[src/rtl/rriscv_pkg.sv]
// Shared RV32 decode types: opcode/funct constants, the decoded entry record and stage states.
// Immediate and pc fields are sized for the widest supported datapath; narrower stages use the low bits.
package rriscv_pkg;

    localparam int XLEN     = 32;
    localparam int XLEN_MAX = 64;

    localparam logic [6:0] OPC_OP     = 7'b0110011;
    localparam logic [6:0] OPC_OP_IMM = 7'b0010011;
    localparam logic [6:0] OPC_LOAD   = 7'b0000011;
    localparam logic [6:0] OPC_STORE  = 7'b0100011;
    localparam logic [6:0] OPC_BRANCH = 7'b1100011;
    localparam logic [6:0] OPC_JAL    = 7'b1101111;
    localparam logic [6:0] OPC_LUI    = 7'b0110111;
    localparam logic [6:0] OPC_AUIPC  = 7'b0010111;

    localparam logic [2:0] F3_ADD  = 3'b000;
    localparam logic [2:0] F3_ADDI = 3'b000;
    localparam logic [2:0] F3_LW   = 3'b010;
    localparam logic [2:0] F3_SW   = 3'b010;
    localparam logic [2:0] F3_BNE  = 3'b001;

    localparam logic [6:0] F7_ADD = 7'b0000000;
    localparam logic [6:0] F7_MUL = 7'b0000001;

    typedef struct packed {
        logic [XLEN_MAX-1:0] pc;
        logic [6:0]          opcode;
        logic [4:0]          rs1;
        logic [4:0]          rs2;
        logic [4:0]          rd;
        logic [2:0]          funct3;
        logic [6:0]          funct7;
        logic                rf_rw;
        logic                err;
        logic [XLEN_MAX-1:0] imm;
    } decoded_t;

    typedef enum logic [1:0] {
        ST_EMPTY = 2'd0,
        ST_ONE   = 2'd1,
        ST_TWO   = 2'd2
    } stage_state_e;

    function automatic logic [XLEN_MAX-1:0] sext32(input logic [31:0] v);
        return {{(XLEN_MAX-32){v[31]}}, v};
    endfunction

endpackage

[src/rtl/decode_comb.sv]
// Combinational instruction decoder: raw word + pc -> decoded_t, zero latency.
// Illegal words keep pc/opcode but report err with every register field and immediate cleared.
module decode_comb
    import rriscv_pkg::*;
#(
    parameter bit ENABLE_M = 1'b1
) (
    input  logic [XLEN_MAX-1:0] pc_i,
    input  logic [31:0]         instruction_i,
    output decoded_t            dec_o
);

    logic [31:0] ins;
    logic [2:0]  f3;
    logic [6:0]  f7;
    logic        legal;
    decoded_t    d;

    assign ins = instruction_i;
    assign f3  = ins[14:12];
    assign f7  = ins[31:25];

    always_comb begin
        d        = '0;
        d.pc     = pc_i;
        d.opcode = ins[6:0];
        legal    = 1'b0;
        // Fields are only filled in for a recognised encoding, so illegal words stay zeroed.
        if (ins[1:0] == 2'b11) begin
            case (ins[6:0])
                OPC_OP: begin
                    if (f3 == F3_ADD && (f7 == F7_ADD || (ENABLE_M && f7 == F7_MUL))) begin
                        legal    = 1'b1;
                        d.rs1    = ins[19:15];
                        d.rs2    = ins[24:20];
                        d.rd     = ins[11:7];
                        d.funct3 = f3;
                        d.funct7 = f7;
                        d.rf_rw  = 1'b1;
                    end
                end
                OPC_OP_IMM, OPC_LOAD: begin
                    if ((ins[6:0] == OPC_OP_IMM && f3 == F3_ADDI) ||
                        (ins[6:0] == OPC_LOAD   && f3 == F3_LW)) begin
                        legal    = 1'b1;
                        d.rs1    = ins[19:15];
                        d.rd     = ins[11:7];
                        d.funct3 = f3;
                        d.rf_rw  = 1'b1;
                        d.imm    = sext32({{20{ins[31]}}, ins[31:20]});
                    end
                end
                OPC_STORE: begin
                    if (f3 == F3_SW) begin
                        legal    = 1'b1;
                        d.rs1    = ins[19:15];
                        d.rs2    = ins[24:20];
                        d.funct3 = f3;
                        d.imm    = sext32({{20{ins[31]}}, ins[31:25], ins[11:7]});
                    end
                end
                OPC_BRANCH: begin
                    if (f3 == F3_BNE) begin
                        legal    = 1'b1;
                        d.rs1    = ins[19:15];
                        d.rs2    = ins[24:20];
                        d.funct3 = f3;
                        d.imm    = sext32({{19{ins[31]}}, ins[31], ins[7], ins[30:25], ins[11:8], 1'b0});
                    end
                end
                OPC_JAL: begin
                    legal   = 1'b1;
                    d.rd    = ins[11:7];
                    d.rf_rw = 1'b1;
                    d.imm   = sext32({{11{ins[31]}}, ins[31], ins[19:12], ins[20], ins[30:21], 1'b0});
                end
                OPC_LUI, OPC_AUIPC: begin
                    legal   = 1'b1;
                    d.rd    = ins[11:7];
                    d.rf_rw = 1'b1;
                    d.imm   = sext32({ins[31:12], 12'b0});
                end
                default: legal = 1'b0;
            endcase
        end
        d.err = !legal;
        dec_o = d;
    end

endmodule

[src/rtl/decode_stage.sv]
// Registered decode stage: accepted entry appears on out_* one cycle later; a skid entry keeps
// full throughput, in_ready_o drops only when both entries are held. flush_i empties the stage.
module decode_stage #(
    parameter int XLEN      = rriscv_pkg::XLEN,
    parameter bit ENABLE_M  = 1'b1,
    parameter int ERR_CNT_W = 8
) (
    input  logic                 clk_i,
    input  logic                 rst_i,
    input  logic                 flush_i,
    input  logic                 in_valid_i,
    output logic                 in_ready_o,
    input  logic [XLEN-1:0]      pc_i,
    input  logic [31:0]          instruction_i,
    output logic                 out_valid_o,
    input  logic                 out_ready_i,
    output logic [XLEN-1:0]      pc_o,
    output logic [6:0]           opcode_o,
    output logic [4:0]           rs1_o,
    output logic [4:0]           rs2_o,
    output logic [4:0]           rd_o,
    output logic [2:0]           funct3_o,
    output logic [6:0]           funct7_o,
    output logic                 rf_rw_o,
    output logic [XLEN-1:0]      immediate_o,
    output logic                 err_o,
    output logic [ERR_CNT_W-1:0] err_count_o
);
    import rriscv_pkg::*;

    stage_state_e          state_q, state_d;
    decoded_t              main_q, main_d;
    decoded_t              skid_q, skid_d;
    decoded_t              dec;
    logic [ERR_CNT_W-1:0]  err_cnt_q, err_cnt_d;
    logic [XLEN_MAX-1:0]   pc_ext;
    logic                  accept;
    logic                  emit;
    logic                  unused_hi_bits;

    always_comb begin
        pc_ext = '0;
        pc_ext[XLEN-1:0] = pc_i;
    end

    decode_comb #(.ENABLE_M(ENABLE_M)) u_decode_comb (
        .pc_i          (pc_ext),
        .instruction_i (instruction_i),
        .dec_o         (dec)
    );

    assign in_ready_o  = !rst_i && (state_q != ST_TWO);
    assign out_valid_o = (state_q != ST_EMPTY);
    assign accept      = in_valid_i && in_ready_o;
    assign emit        = out_valid_o && out_ready_i;

    always_comb begin
        state_d   = state_q;
        main_d    = main_q;
        skid_d    = skid_q;
        err_cnt_d = err_cnt_q;
        if (flush_i) begin
            state_d = ST_EMPTY;
        end else begin
            case (state_q)
                ST_EMPTY: begin
                    if (accept) begin
                        main_d  = dec;
                        state_d = ST_ONE;
                    end
                end
                ST_ONE: begin
                    if (accept && !emit) begin
                        skid_d  = dec;
                        state_d = ST_TWO;
                    end else if (accept && emit) begin
                        main_d = dec;
                    end else if (emit) begin
                        state_d = ST_EMPTY;
                    end
                end
                ST_TWO: begin
                    if (emit) begin
                        main_d  = skid_q;
                        state_d = ST_ONE;
                    end
                end
                default: state_d = ST_EMPTY;
            endcase
            // Counted on acceptance so a stalled illegal entry is counted exactly once.
            if (accept && dec.err && !(&err_cnt_q)) begin
                err_cnt_d = err_cnt_q + 1'b1;
            end
        end
    end

    always_ff @(posedge clk_i) begin
        if (rst_i) begin
            state_q   <= ST_EMPTY;
            main_q    <= '0;
            skid_q    <= '0;
            err_cnt_q <= '0;
        end else begin
            state_q   <= state_d;
            main_q    <= main_d;
            skid_q    <= skid_d;
            err_cnt_q <= err_cnt_d;
        end
    end

    assign pc_o        = main_q.pc[XLEN-1:0];
    assign opcode_o    = main_q.opcode;
    assign rs1_o       = main_q.rs1;
    assign rs2_o       = main_q.rs2;
    assign rd_o        = main_q.rd;
    assign funct3_o    = main_q.funct3;
    assign funct7_o    = main_q.funct7;
    assign rf_rw_o     = main_q.rf_rw;
    assign immediate_o = main_q.imm[XLEN-1:0];
    assign err_o       = main_q.err;
    assign err_count_o = err_cnt_q;

    // Upper pc/imm bits exist only for 64-bit builds.
    assign unused_hi_bits = ^{main_q.pc, main_q.imm};

endmodule

[config.mk]
export PLATFORM = sky130hd
export DESIGN_NAME = decode_stage
export DESIGN_NICKNAME = d
export VERILOG_FILES = /design/src/rtl/rriscv_pkg.sv /design/src/rtl/decode_comb.sv /design/src/rtl/decode_stage.sv
export SDC_FILE = /design/constraint.sdc
export NUM_CORES = 1
export LEC_CHECK = 0
export ABC_CLOCK_PERIOD_IN_PS = 3830
export CELL_PAD_IN_SITES_DETAIL_PLACEMENT = 1
export CELL_PAD_IN_SITES_GLOBAL_PLACEMENT = 1
export CORE_UTILIZATION = 41
export CTS_CLUSTER_SIZE = 25
export DETAILED_ROUTE_END_ITERATION = 8
export PLACE_DENSITY_LB_ADDON = 0.3
export RECOVER_POWER = 50
export SYNTH_ARGS = -nofsm -noshare
export SYNTH_HDL_FRONTEND = slang
export SYNTH_SLANG_ARGS = --single-unit
[constraint.sdc]
create_clock -name clk_i -period 3.83 [get_ports clk_i]
set_clock_uncertainty 0.15 [all_clocks]
set_input_delay 0.766 -clock clk_i [delete_from_list [all_inputs] [get_ports clk_i]]
set_output_delay 0.766 -clock clk_i [all_outputs]
set_load 0.02 [all_outputs]
==> run summary <==
The final-layout setup total negative slack came out at 0 ns. Leaving out fill and tap cells, the most frequent cells in the layout are sky130_fd_sc_hd__nand2_1, sky130_fd_sc_hd__dfxtp_1, sky130_fd_sc_hd__a21oi_1. The core region is 20200 µm².

For this design, the CTS-stage hold fixing added 0 buffers. The worst setup path is captured at a flip-flop. In the post-synthesis netlist, the biggest area contributors are sky130_fd_sc_hd__dfxtp_1, sky130_fd_sc_hd__nand2_1, sky130_fd_sc_hd__a21oi_1. Of the total synthesized cell area, the portion taken by AND, OR, NAND and NOR gates is 20.7%. The total overflow left after global routing is 0. The number of buffers added on ports came out at 176. The first-pass iteration count of the detailed router is 5. After layout, the minimum clock period comes to 3.22 ns. After synthesis, the largest family of logic cells by area is compound AO/OA/AOI/OAI gates. Of the total synthesized cell area, the portion taken by full adders, half adders and majority gates is 0.148%. The number of core rows came out at 52. The detailed router placed 8220 vias in this run. The final weighted congestion in routability-driven placement is 0.823. The mux share of post-synthesis cell area is 0.251%. Of the post-synthesis cell area, the dominant cell type holds 48.7%.

The number of H-tree levels came out at 1. The final worst-path cycle share is 84.2%. The run finished, with violations left. The HPWL after detailed placement is 17700 µm. The count of cell types in the netlist came out at 63.

The total power divided by cell area came out at 431 nW/µm². VDD sags by at most 355 µV. Data on the critical path arrives at its endpoint at 3.50 ns. The tightest min-delay check is of the reg2reg type. The via density per instance is 5.71. Entering global routing, the biggest net connects 90 pins. The starting utilization of the core area came out at 41.9%.

The DRC marker count from the first detailed-route iteration came out at 429. The pin slew with the least headroom to its limit came out at 1.89 ns. The count of maximum capacitance violations is 1. The most used flip-flop cell after synthesis is sky130_fd_sc_hd__dfxtp_1.

The final count of hold timing violations came out at 0. Derived from the worst setup path, the maximum achievable clock frequency is 310 MHz. The remaining antenna violation count after routing came out at 0. TritonCTS built the clock tree.

After detailed routing, the number of remaining DRC violations is 0. The count of endpoints failing setup in the final report is 0. The cell sitting at the root of the clock tree is a sky130_fd_sc_hd__clkbuf_16. The aggregate routed wire length came out at 27700 µm. The first-pass GRT wire length is 44500 µm.

After detailed routing, the average wire length per cell comes to 19.2 µm. The count of flip-flops with a built-in enable after synthesis is 0. The checks that failed: max-capacitance violations, max-slew violations. The number of setup buffers added after CTS is 0. 0 antenna diodes ended up in the layout. The analysis attributes to cell leakage a power of 4.25 nW. The final worst-path setup slack is 0.605 ns.

STA puts the critical path data required time at 4.11 ns. The number of antenna violations at the first check in global routing came out at 2. The most frequent standard cell in the layout excluding fill and tap cells is sky130_fd_sc_hd__nand2_1. The biggest area contributor in the post-synthesis netlist is sky130_fd_sc_hd__dfxtp_1. The area of the mapped netlist came out at 8470 µm². The clock buffer count from CTS is 23. The later-pin clock latency in the skew report is 0.50 ns.

The net count after synthesis came out at 1086. Setup repair after global routing left no endpoint under its margin. The count of cells resized by post-cts repair is 0. The area of the die is 21200 µm².

The global-route usage over all layers came out at 25.8%. After clock tree synthesis, the clock-pin slew on the worst setup and hold paths is 0.06 ns. Of the total synthesized cell area, the portion taken by XOR and XNOR cells is 0.103%. Clock tree synthesis found a total of 206 sinks. The final count of pins violating max slew is 84. The net count of the finished layout is 1224.

The worst setup path is of the in2reg kind. The pre-CTS setup slack is 0.344 ns. The portion of the post-synthesis area used by sequential elements is 48.7%. The type of element launching the critical path is an input pin. The relative slew slack came out at -25.9%. The share of the synthesized area in compound gates (AO/OA/AOI/OAI) came out at 25.4%. The post-route netlist has 7.01% of its cells at a drive strength greater than 1.

The floorplan die width is 146 µm. The relative area change from synthesis to final layout came out at 31.0%. The synthesized instance count is 1016. The Yosys step of the flow raised 0 warnings. The buffer depth of the longest clock path came out at 3. Counting flops and latches in the post-synthesis netlist gives 206.

The I/O pin count is 177. Of all nets on the critical path, the largest fanout is 11. The share of synthesized flip-flops with an asynchronous set or reset came out at 0%. The via count of the first global-routing pass came to 8468.

The die extent in y came out at 146 µm. The mean cell area of the mapped netlist came out at 8.34 µm².
final cells by class:
class                           instances  area [µm²]
Clock inverter                          7        92.6
Multi-Input combinational cell        720        3940
Tap cell                              270         338
Clock buffer                           33         643
Timing Repair Buffer                  201        1950
Inverter                                2        7.51
Sequential cell                       206        4120
Fill cell                            2379        9140
worst max-delay path, stage by stage:
cell,delay [ns]
sky130_fd_sc_hd__dlygate4sd3_1,0.71
sky130_fd_sc_hd__or3b_1,0.49
sky130_fd_sc_hd__a2111o_2,0.53
sky130_fd_sc_hd__nand3_1,0.32
sky130_fd_sc_hd__nand4_1,0.46
sky130_fd_sc_hd__nand3_1,0.22
where the power goes:
group          internal (W)  switching [W]
Clock               0.00130       0.000870
Combinational      0.000166       0.000241
Sequential          0.00218      0.0000230
cell usage after synthesis, types with 2 or more instances:
cell / count
sky130_fd_sc_hd__a21o_1: 7
sky130_fd_sc_hd__a21oi_1: 130
sky130_fd_sc_hd__a21oi_2: 2
sky130_fd_sc_hd__a221oi_1: 17
sky130_fd_sc_hd__a22o_1: 18
sky130_fd_sc_hd__a22oi_1: 13
sky130_fd_sc_hd__a311oi_1: 39
sky130_fd_sc_hd__a32o_1: 5
sky130_fd_sc_hd__a32oi_1: 4
sky130_fd_sc_hd__and2_1: 2
sky130_fd_sc_hd__and3_1: 11
sky130_fd_sc_hd__and4b_1: 2
sky130_fd_sc_hd__buf_1: 8
sky130_fd_sc_hd__buf_2: 14
sky130_fd_sc_hd__buf_4: 5
sky130_fd_sc_hd__buf_6: 4
sky130_fd_sc_hd__clkbuf_1: 57
sky130_fd_sc_hd__dfxtp_1: 206
sky130_fd_sc_hd__nand2_1: 230
sky130_fd_sc_hd__nand2b_1: 5
sky130_fd_sc_hd__nand3_1: 38
sky130_fd_sc_hd__nand3_4: 2
sky130_fd_sc_hd__nand3b_1: 2
sky130_fd_sc_hd__nand4_1: 9
sky130_fd_sc_hd__nand4b_1: 2
sky130_fd_sc_hd__nor2_1: 55
sky130_fd_sc_hd__nor2b_1: 4
sky130_fd_sc_hd__nor3_1: 5
sky130_fd_sc_hd__nor4_1: 2
sky130_fd_sc_hd__o2111a_1: 2
sky130_fd_sc_hd__o211ai_1: 12
sky130_fd_sc_hd__o21ai_0: 55
sky130_fd_sc_hd__o21ai_1: 10
sky130_fd_sc_hd__o311ai_0: 2
sky130_fd_sc_hd__o31ai_1: 5
sky130_fd_sc_hd__or2_2: 4
sky130_fd_sc_hd__or4_1: 2
final timing paths:
check                                       from         endpoint  slack [ns]  cells after the start
worst max-delay path            instruction_i[6]  immediate_o[30]        0.61                      6
worst max register to register        state_q[1]   immediate_o[0]        0.85                      5
worst min register to register       funct3_o[2]      funct3_o[2]        0.30                      2
worst min-delay path                 funct3_o[2]      funct3_o[2]        0.30                      2
state kept, by name, summed over array words and instances (netlist names):
| signal | flops |
|---|---|
| err_o | 1 |
| rs2_o | 5 |
| funct3_o | 3 |
| rs1_o | 5 |
| rf_rw_o | 1 |
| funct7_o | 7 |
| skid_q | 98 |
| opcode_o | 7 |
| immediate_o | 32 |
| state_q | 2 |
| rd_o | 5 |
| err_count_o | 8 |
| pc_o | 32 |
per-layer routing:
| layer | global-route usage [%] | routed length [µm] | vias up |
|---|---|---|---|
| met3 | 4.36 | 1330 | 59 |
| met2 | 44.6 | 13400 | 236 |
| met5 | 0 | 27 | - |
| li1 | - | - | 3899 |
| met1 | 32.2 | 12100 | 4022 |
| met4 | 9.16 | 772 | 4 |
stage by stage:
stage	total power, W	std cells	util [%]	hold slack, ns	area, µm²
finish	0.00479	1439	54.8	0.297	11100
global route	0.00494	1439	54.8	0.319	11100
CTS	0.00485	1439	55.1	0.306	11100
detailed placement	0.00267	1399	51.4	0.297	10400
global placement	0.00267	1399	51.4	0.290	10400
floorplan	0.00244	1016	-	0.275	8470
logic make-up (layout without fill, tap and decap cells):
family,after synthesis,count (layout)
fa+ha+maj,1,1
flops,206,206
buf+inv,90,243
xor+xnor,1,1
simple gates,388,388
compound gates,328,328
mux,2,2
(Power assumes the default switching activity.)
